<file path="config.mk">
export PLATFORM = sky130hd
export DESIGN_NAME = sram_row_access_ctrl_flat
export DESIGN_NICKNAME = d
export VERILOG_FILES = /design/src/rtl/sram_row_access_ctrl_if.sv /design/src/rtl/sram_row_access_ctrl.sv /design/src/flat_wrapper.sv
export SDC_FILE = /design/constraint.sdc
export NUM_CORES = 1
export LEC_CHECK = 0
export BUFFER_PORTS_ARGS = -buffer_cell sky130_fd_sc_hd__buf_2
export CORE_ASPECT_RATIO = 1.4
export CORE_MARGIN = 2
export CORE_UTILIZATION = 45
export DETAILED_ROUTE_END_ITERATION = 7
export HOLD_SLACK_MARGIN = 0.1
export PLACE_DENSITY_LB_ADDON = 0.12
export SYNTH_ARGS = -nofsm -noshare
export SYNTH_HDL_FRONTEND = slang
export SYNTH_SLANG_ARGS = --single-unit
</file>
<file path="constraint.sdc">
create_clock -name clk -period 7.1 [get_ports clk]
set_input_delay 1.065 -clock clk [delete_from_list [all_inputs] [get_ports clk]]
set_output_delay 1.065 -clock clk [all_outputs]
set_load 0.03 [all_outputs]
</file>
<file path="src/rtl/sram_row_access_ctrl_if.sv">
// Bundles the row-access controller's control, SRAM and filter-side handshakes.
// master = controller view, slave = environment (SRAM/filter/sequencer) view.
interface sram_row_access_ctrl_if #(
  parameter int DATA_WIDTH = 16,
  parameter int CNT_BITS   = 13
);
  logic                  start;
  logic [CNT_BITS-1:0]   image_width;
  logic                  busy;
  logic                  done;
  logic                  addr_clear;
  logic                  addr_mode;
  logic                  addr_enable;
  logic                  sram_read_en;
  logic                  sram_write_en;
  logic [DATA_WIDTH-1:0] sram_wdata;
  logic [DATA_WIDTH-1:0] sram_rdata;
  logic                  sram_ack;
  logic [DATA_WIDTH-1:0] rd_data;
  logic                  rd_valid;
  logic                  rd_ready;
  logic [DATA_WIDTH-1:0] wr_data;
  logic                  wr_valid;
  logic                  wr_ready;

  modport master (
    input  start, image_width, sram_rdata, sram_ack, rd_ready, wr_data, wr_valid,
    output busy, done, addr_clear, addr_mode, addr_enable, sram_read_en,
           sram_write_en, sram_wdata, rd_data, rd_valid, wr_ready
  );

  modport slave (
    output start, image_width, sram_rdata, sram_ack, rd_ready, wr_data, wr_valid,
    input  busy, done, addr_clear, addr_mode, addr_enable, sram_read_en,
           sram_write_en, sram_wdata, rd_data, rd_valid, wr_ready
  );
endinterface

</file>
<file path="src/rtl/sram_row_access_ctrl.sv">
// Row access sequencer: reads one image row from the row cache, streams it to
// the filter, then writes width-1 filter results to the output region while
// steering the external address calculator (clear / mode / enable).
module sram_row_access_ctrl #(
  parameter int DATA_WIDTH = 16,
  parameter int CNT_BITS   = 13
) (
  input logic                   clk,
  input logic                   rst,
  sram_row_access_ctrl_if.master bus
);

  typedef enum logic [2:0] {
    IDLE,
    CLR,
    RD_REQ,
    RD_HOLD,
    WR_GET,
    WR_REQ,
    FIN
  } state_t;

  state_t                state;
  logic [CNT_BITS-1:0]   wlat;
  logic [CNT_BITS-1:0]   rcnt;
  logic [CNT_BITS-1:0]   wcnt;
  logic [DATA_WIDTH-1:0] rd_data_q;
  logic [DATA_WIDTH-1:0] wdata_q;

  assign bus.rd_data    = rd_data_q;
  assign bus.sram_wdata = wdata_q;

  // addr_enable is the only combinational output so that each pulse lands in
  // the ack cycle itself rather than one cycle after it.
  assign bus.addr_enable = ((state == RD_REQ) || (state == WR_REQ)) && bus.sram_ack;

  // Row sequencing FSM with registered control and handshake outputs.
  always_ff @(posedge clk or posedge rst) begin
    if (rst) begin
      state             <= IDLE;
      wlat              <= '0;
      rcnt              <= '0;
      wcnt              <= '0;
      rd_data_q         <= '0;
      wdata_q           <= '0;
      bus.busy          <= 1'b0;
      bus.done          <= 1'b0;
      bus.addr_clear    <= 1'b0;
      bus.addr_mode     <= 1'b0;
      bus.sram_read_en  <= 1'b0;
      bus.sram_write_en <= 1'b0;
      bus.rd_valid      <= 1'b0;
      bus.wr_ready      <= 1'b0;
    end else begin
      bus.done       <= 1'b0;
      bus.addr_clear <= 1'b0;
      unique case (state)
        IDLE: begin
          if (bus.start) begin
            wlat     <= bus.image_width;
            rcnt     <= '0;
            wcnt     <= '0;
            bus.busy <= 1'b1;
            if (bus.image_width == '0) begin
              state    <= FIN;
              bus.done <= 1'b1;
            end else begin
              state          <= CLR;
              bus.addr_clear <= 1'b1;
            end
          end
        end
        CLR: begin
          rcnt             <= '0;
          wcnt             <= '0;
          bus.addr_mode    <= 1'b1;
          bus.sram_read_en <= 1'b1;
          state            <= RD_REQ;
        end
        RD_REQ: begin
          if (bus.sram_ack) begin
            bus.sram_read_en <= 1'b0;
            rd_data_q        <= bus.sram_rdata;
            bus.rd_valid     <= 1'b1;
            rcnt             <= rcnt + CNT_BITS'(1);
            state            <= RD_HOLD;
          end
        end
        RD_HOLD: begin
          if (bus.rd_ready) begin
            bus.rd_valid <= 1'b0;
            if (rcnt < wlat) begin
              bus.addr_mode    <= 1'b1;
              bus.sram_read_en <= 1'b1;
              state            <= RD_REQ;
            end else if (wlat > CNT_BITS'(1)) begin
              bus.wr_ready <= 1'b1;
              state        <= WR_GET;
            end else begin
              bus.done <= 1'b1;
              state    <= FIN;
            end
          end
        end
        WR_GET: begin
          if (bus.wr_valid && bus.wr_ready) begin
            bus.wr_ready      <= 1'b0;
            wdata_q           <= bus.wr_data;
            bus.addr_mode     <= 1'b0;
            bus.sram_write_en <= 1'b1;
            state             <= WR_REQ;
          end
        end
        WR_REQ: begin
          if (bus.sram_ack) begin
            bus.sram_write_en <= 1'b0;
            wcnt              <= wcnt + CNT_BITS'(1);
            if ((wcnt + CNT_BITS'(1)) == (wlat - CNT_BITS'(1))) begin
              bus.done <= 1'b1;
              state    <= FIN;
            end else begin
              bus.wr_ready <= 1'b1;
              state        <= WR_GET;
            end
          end
        end
        FIN: begin
          bus.busy <= 1'b0;
          state    <= IDLE;
        end
        default: state <= IDLE;
      endcase
    end
  end

endmodule

</file>
<file path="src/flat_wrapper.sv">
// flat-port wrapper written by rule: the top's interface ports become plain ports
module sram_row_access_ctrl_flat 
#(
  parameter int DATA_WIDTH = 16,
  parameter int CNT_BITS   = 13
)
  (clk, rst, bus_start, bus_image_width, bus_sram_rdata, bus_sram_ack, bus_rd_ready, bus_wr_data, bus_wr_valid, bus_busy, bus_done, bus_addr_clear, bus_addr_mode, bus_addr_enable, bus_sram_read_en, bus_sram_write_en, bus_sram_wdata, bus_rd_data, bus_rd_valid, bus_wr_ready);
  sram_row_access_ctrl_if #(.DATA_WIDTH(DATA_WIDTH), .CNT_BITS(CNT_BITS)) bus_i ();
  input logic clk;
  input logic rst;
  input wire logic [$bits(bus_i.start)-1:0] bus_start;
  input wire logic [$bits(bus_i.image_width)-1:0] bus_image_width;
  input wire logic [$bits(bus_i.sram_rdata)-1:0] bus_sram_rdata;
  input wire logic [$bits(bus_i.sram_ack)-1:0] bus_sram_ack;
  input wire logic [$bits(bus_i.rd_ready)-1:0] bus_rd_ready;
  input wire logic [$bits(bus_i.wr_data)-1:0] bus_wr_data;
  input wire logic [$bits(bus_i.wr_valid)-1:0] bus_wr_valid;
  output wire logic [$bits(bus_i.busy)-1:0] bus_busy;
  output wire logic [$bits(bus_i.done)-1:0] bus_done;
  output wire logic [$bits(bus_i.addr_clear)-1:0] bus_addr_clear;
  output wire logic [$bits(bus_i.addr_mode)-1:0] bus_addr_mode;
  output wire logic [$bits(bus_i.addr_enable)-1:0] bus_addr_enable;
  output wire logic [$bits(bus_i.sram_read_en)-1:0] bus_sram_read_en;
  output wire logic [$bits(bus_i.sram_write_en)-1:0] bus_sram_write_en;
  output wire logic [$bits(bus_i.sram_wdata)-1:0] bus_sram_wdata;
  output wire logic [$bits(bus_i.rd_data)-1:0] bus_rd_data;
  output wire logic [$bits(bus_i.rd_valid)-1:0] bus_rd_valid;
  output wire logic [$bits(bus_i.wr_ready)-1:0] bus_wr_ready;
  assign bus_i.start = bus_start;
  assign bus_i.image_width = bus_image_width;
  assign bus_i.sram_rdata = bus_sram_rdata;
  assign bus_i.sram_ack = bus_sram_ack;
  assign bus_i.rd_ready = bus_rd_ready;
  assign bus_i.wr_data = bus_wr_data;
  assign bus_i.wr_valid = bus_wr_valid;
  assign bus_busy = bus_i.busy;
  assign bus_done = bus_i.done;
  assign bus_addr_clear = bus_i.addr_clear;
  assign bus_addr_mode = bus_i.addr_mode;
  assign bus_addr_enable = bus_i.addr_enable;
  assign bus_sram_read_en = bus_i.sram_read_en;
  assign bus_sram_write_en = bus_i.sram_write_en;
  assign bus_sram_wdata = bus_i.sram_wdata;
  assign bus_rd_data = bus_i.rd_data;
  assign bus_rd_valid = bus_i.rd_valid;
  assign bus_wr_ready = bus_i.wr_ready;
  sram_row_access_ctrl #(.DATA_WIDTH(DATA_WIDTH), .CNT_BITS(CNT_BITS)) u_core (.clk(clk), .rst(rst), .bus(bus_i));
endmodule
</file>
==> results.toml <==
[timing]
finalCriticalPeriod_ps = 3520
fmax_mhz = 284
setup_slack_ps = 3580
report.final.slew_viol_count = 0
max-slew-margin-rel_pct = 31.6
period_share_pct = 49.5
finalSetupTns_ps = 0
setup_viol = 0
hold_viol_final = 0
tightestPinTransition_ps = 1030
finalClockSkew_ps = 4.89
hold_ws_ps = 471
rsz0062_at_grt = "no"

[clocking]
ctsHoldBuffers = 0
cts_made_buffers = 9
clkLatencyLatePin_ps = 340
cts_tree = "yes"
cts_root_buf = "clkbuf_16"
clkSinkCount = 82
cts.htree.levels = 3
max-clock-path-buffers = 2
post-cts-setup-buffer-count = 0
clk_pin_slew_ps = 60
post_cts_resize_count = 0

[setup_path]
critPathCaptureType = "output port"
rr_startpoint = "u_core.state[2]"
cpMostUsedCell = "nand2_1"
crit_arrival_ps = 2450
worstReg2RegEnd = "u_core.bus.sram_wdata[10]"
required_ps = 6030
r2r_cells = 6
cp_slowest_stage_delay_ps = 590
startpoint_type = "flip-flop"
critPathSlowestCell = "dfrtp_1"
crit_path_start = "u_core.state[1]"
cp_cell_sequence = "clkinv_1 > nor2_1 > nand2_1 > nand2_1 > buf_2"
critPathKind = "flip-flop to output port"
reg2reg_slack_ps = 4560
path_max_fanout = 19

[routing]
antenna_left = 0
detail_route.first_pass.iterations = 4
num_vias = 3619
drt_wl_total_mm = 10.1
drt_iter0_drc = 326
route.detailed.drc = 0
post_drt_wl_per_cell_um = 14.9
routed_via_density = 5.36

[layout]
diodes = 0
drive_gt1_share_pct = 24.4
area_delta_synth_final_pct = 20.4
fin_nets = 627

[floorplanning]
core_um2 = 9460
die_x_um = 87.3
rows = 42
io-pin-count = 92
die_height_um = 121
die_area_um2 = 10500
start_util_pct = 46.2

[synthesis]
synth.avg_cell_area_um2 = 9.31
ys.flop_type = "dfrtp_1"
netlist_instances = 469
yosys.area.top_type_share_pct = 47.0
ys_async_sr_fraction_pct = 100
synth_edf_count = 0
synth_top_area_cell = "dfrtp_1"
synth_area_um2 = 4370
synth_nets = 536
synthDistinctLibCells = 47
synth_area_leaders = "dfrtp_1 47%, nand2_1 8.5%, xnor2_1 5.2%, ha_1 4.6%, o21ai_0 4.2%"
synth_seq_area_share_pct = 47.0
synth.ff_latch_count = 82
yosysWarnings = 0

[hold_path]
holdPathStages = 2
holdPathEnd = "u_core.bus.rd_data[11]"
min_path_type = "flip-flop to flip-flop"
hold_start = "u_core.bus.rd_data[11]"

[run_status]
status = "complete, no violations"

[placement]
place_congestion = 0.867
dp_slack_ps = 3700
portBuffers = 91
dp_hpwl_mm = 7.52

[grt]
grtUsageTotal_pct = 20.4
gr-total-overflow = 0
grt_pass1_wl_mm = 16.8
grt_pass1_vias = 3510
antenna_found_initial = 0
grt_max_degree = 83

[power]
p_leak_nw = 2.62
power.density_nw_per_um2 = 358
ir_drop_mv = 0.255

[job]
maxCapViolCount = 0
==> per-stage QoR <==
| step | util (%) | instances | power (mW) | cell area, um^2 |
|---|---|---|---|---|
| 2_1_floorplan | - | 469 | 1.19 | 4370 |
| 3_3_place_gp | 52.2 | 659 | 1.36 | 4930 |
| 3_5_place_dp | 52.2 | 659 | 1.38 | 4930 |
| 4_1_cts | 55.6 | 675 | 1.90 | 5260 |
| 5_1_grt | 55.6 | 675 | 2.01 | 5260 |
| 6_report | 55.6 | 675 | 1.88 | 5260 |
==> worst max-delay path: cells and delay by family (launching register included) <==
| family | cells | cell delay [ps] |
|---|---|---|
| AND/OR/NAND/NOR | 3 | 960 |
| flip-flops | 1 | 590 |
| buffers and inverters | 2 | 560 |
==> area by class of cell <==
cell class | count | area [um^2]
multi-input combinational | 352 | 2190
clock inverter | 7 | 100
tap | 110 | 138
timing repair buffer | 94 | 478
fill | 878 | 4200
clock buffer | 9 | 225
sequential | 82 | 2050
inverter | 21 | 80.1
==> worst max-delay path by stage <==
stage | depth (start not counted) | to
6_report | 5 | bus_addr_enable
5_1_grt | 5 | bus_addr_enable
4_1_cts | 5 | bus_addr_enable
3_5_place_dp | 5 | bus_addr_enable
3_3_place_gp | 5 | bus_addr_enable
2_1_floorplan | 1 | u_core.bus.addr_clear
==> sequential cells by signal, summed over array words and instances (netlist names) <==
register,flops
u_core.bus.addr_clear,1
u_core.bus.addr_mode,1
u_core.bus.busy,1
u_core.bus.done,1
u_core.bus.rd_data,16
u_core.bus.rd_valid,1
u_core.bus.sram_read_en,1
u_core.bus.sram_wdata,16
u_core.bus.sram_write_en,1
u_core.bus.wr_ready,1
u_core.rcnt,13
u_core.state,3
u_core.wcnt,13
u_core.wlat,13
==> synthesized netlist by cell type (5+ instances only) <==
master	n
nor3_1	10
xnor2_1	26
inv_1	20
o31ai_1	5
nand2_1	99
nor2_1	35
a21o_1	7
nand3_1	18
nand4_1	8
dfrtp_1	82
mux2_2	16
o21ai_0	37
a21oi_1	7
and3_1	7
xor2_1	16
clkbuf_1	12
ha_1	16
==> layer usage <==
metal	vias to the layer above	GRT usage, %	wire length (um)
met2	91	33.5	5150
met5	-	0	0
met4	0	9.23	245
met1	1715	26.4	4300
li1	1795	-	-
met3	18	3.07	401
==> report_power, final <==
part / total [mW] / internal, mW / switching, mW / leakage, nW
logic: 0.683 / 0.260 / 0.423 / 1.38
registers: 0.687 / 0.571 / 0.116 / 1.07
clock network: 0.512 / 0.312 / 0.201 / 0.161
total: 1.88 / 1.14 / 0.739 / 2.62
==> kinds of logic (layout without fill, tap and decap cells) <==
kind of cell / Yosys count / count (layout) / synth area share (%)
buffers and inverters: 35 / 131 / 3.06
muxes: 16 / 16 / 4.12
and+or+nand+nor: 201 / 201 / 21.7
DFF: 82 / 82 / 47.0
adders and majority gates: 16 / 16 / 4.58
xor gates and xnor gates: 42 / 42 / 8.42
AOI/OAI and AO/OA: 77 / 77 / 11.1
==> layout by cell type, fill, tap and decap left out, types with 4 or more instances in the layout <==
| cell type | instances |
|---|---|
| o31ai_1 | 5 |
| nor2_1 | 35 |
| nor4_1 | 4 |
| a21oi_1 | 7 |
| clkbuf_16 | 9 |
| and3_1 | 7 |
| o21ai_0 | 37 |
| mux2_2 | 16 |
| dfrtp_1 | 82 |
| nand2_1 | 99 |
| xnor2_1 | 26 |
| nor3_1 | 9 |
| xor2_1 | 16 |
| inv_1 | 19 |
| nand3_1 | 18 |
| a31oi_1 | 4 |
| nand4_1 | 8 |
| a21o_1 | 7 |
| ha_1 | 16 |
| buf_2 | 91 |
Power figures use the tool's default switching activity.
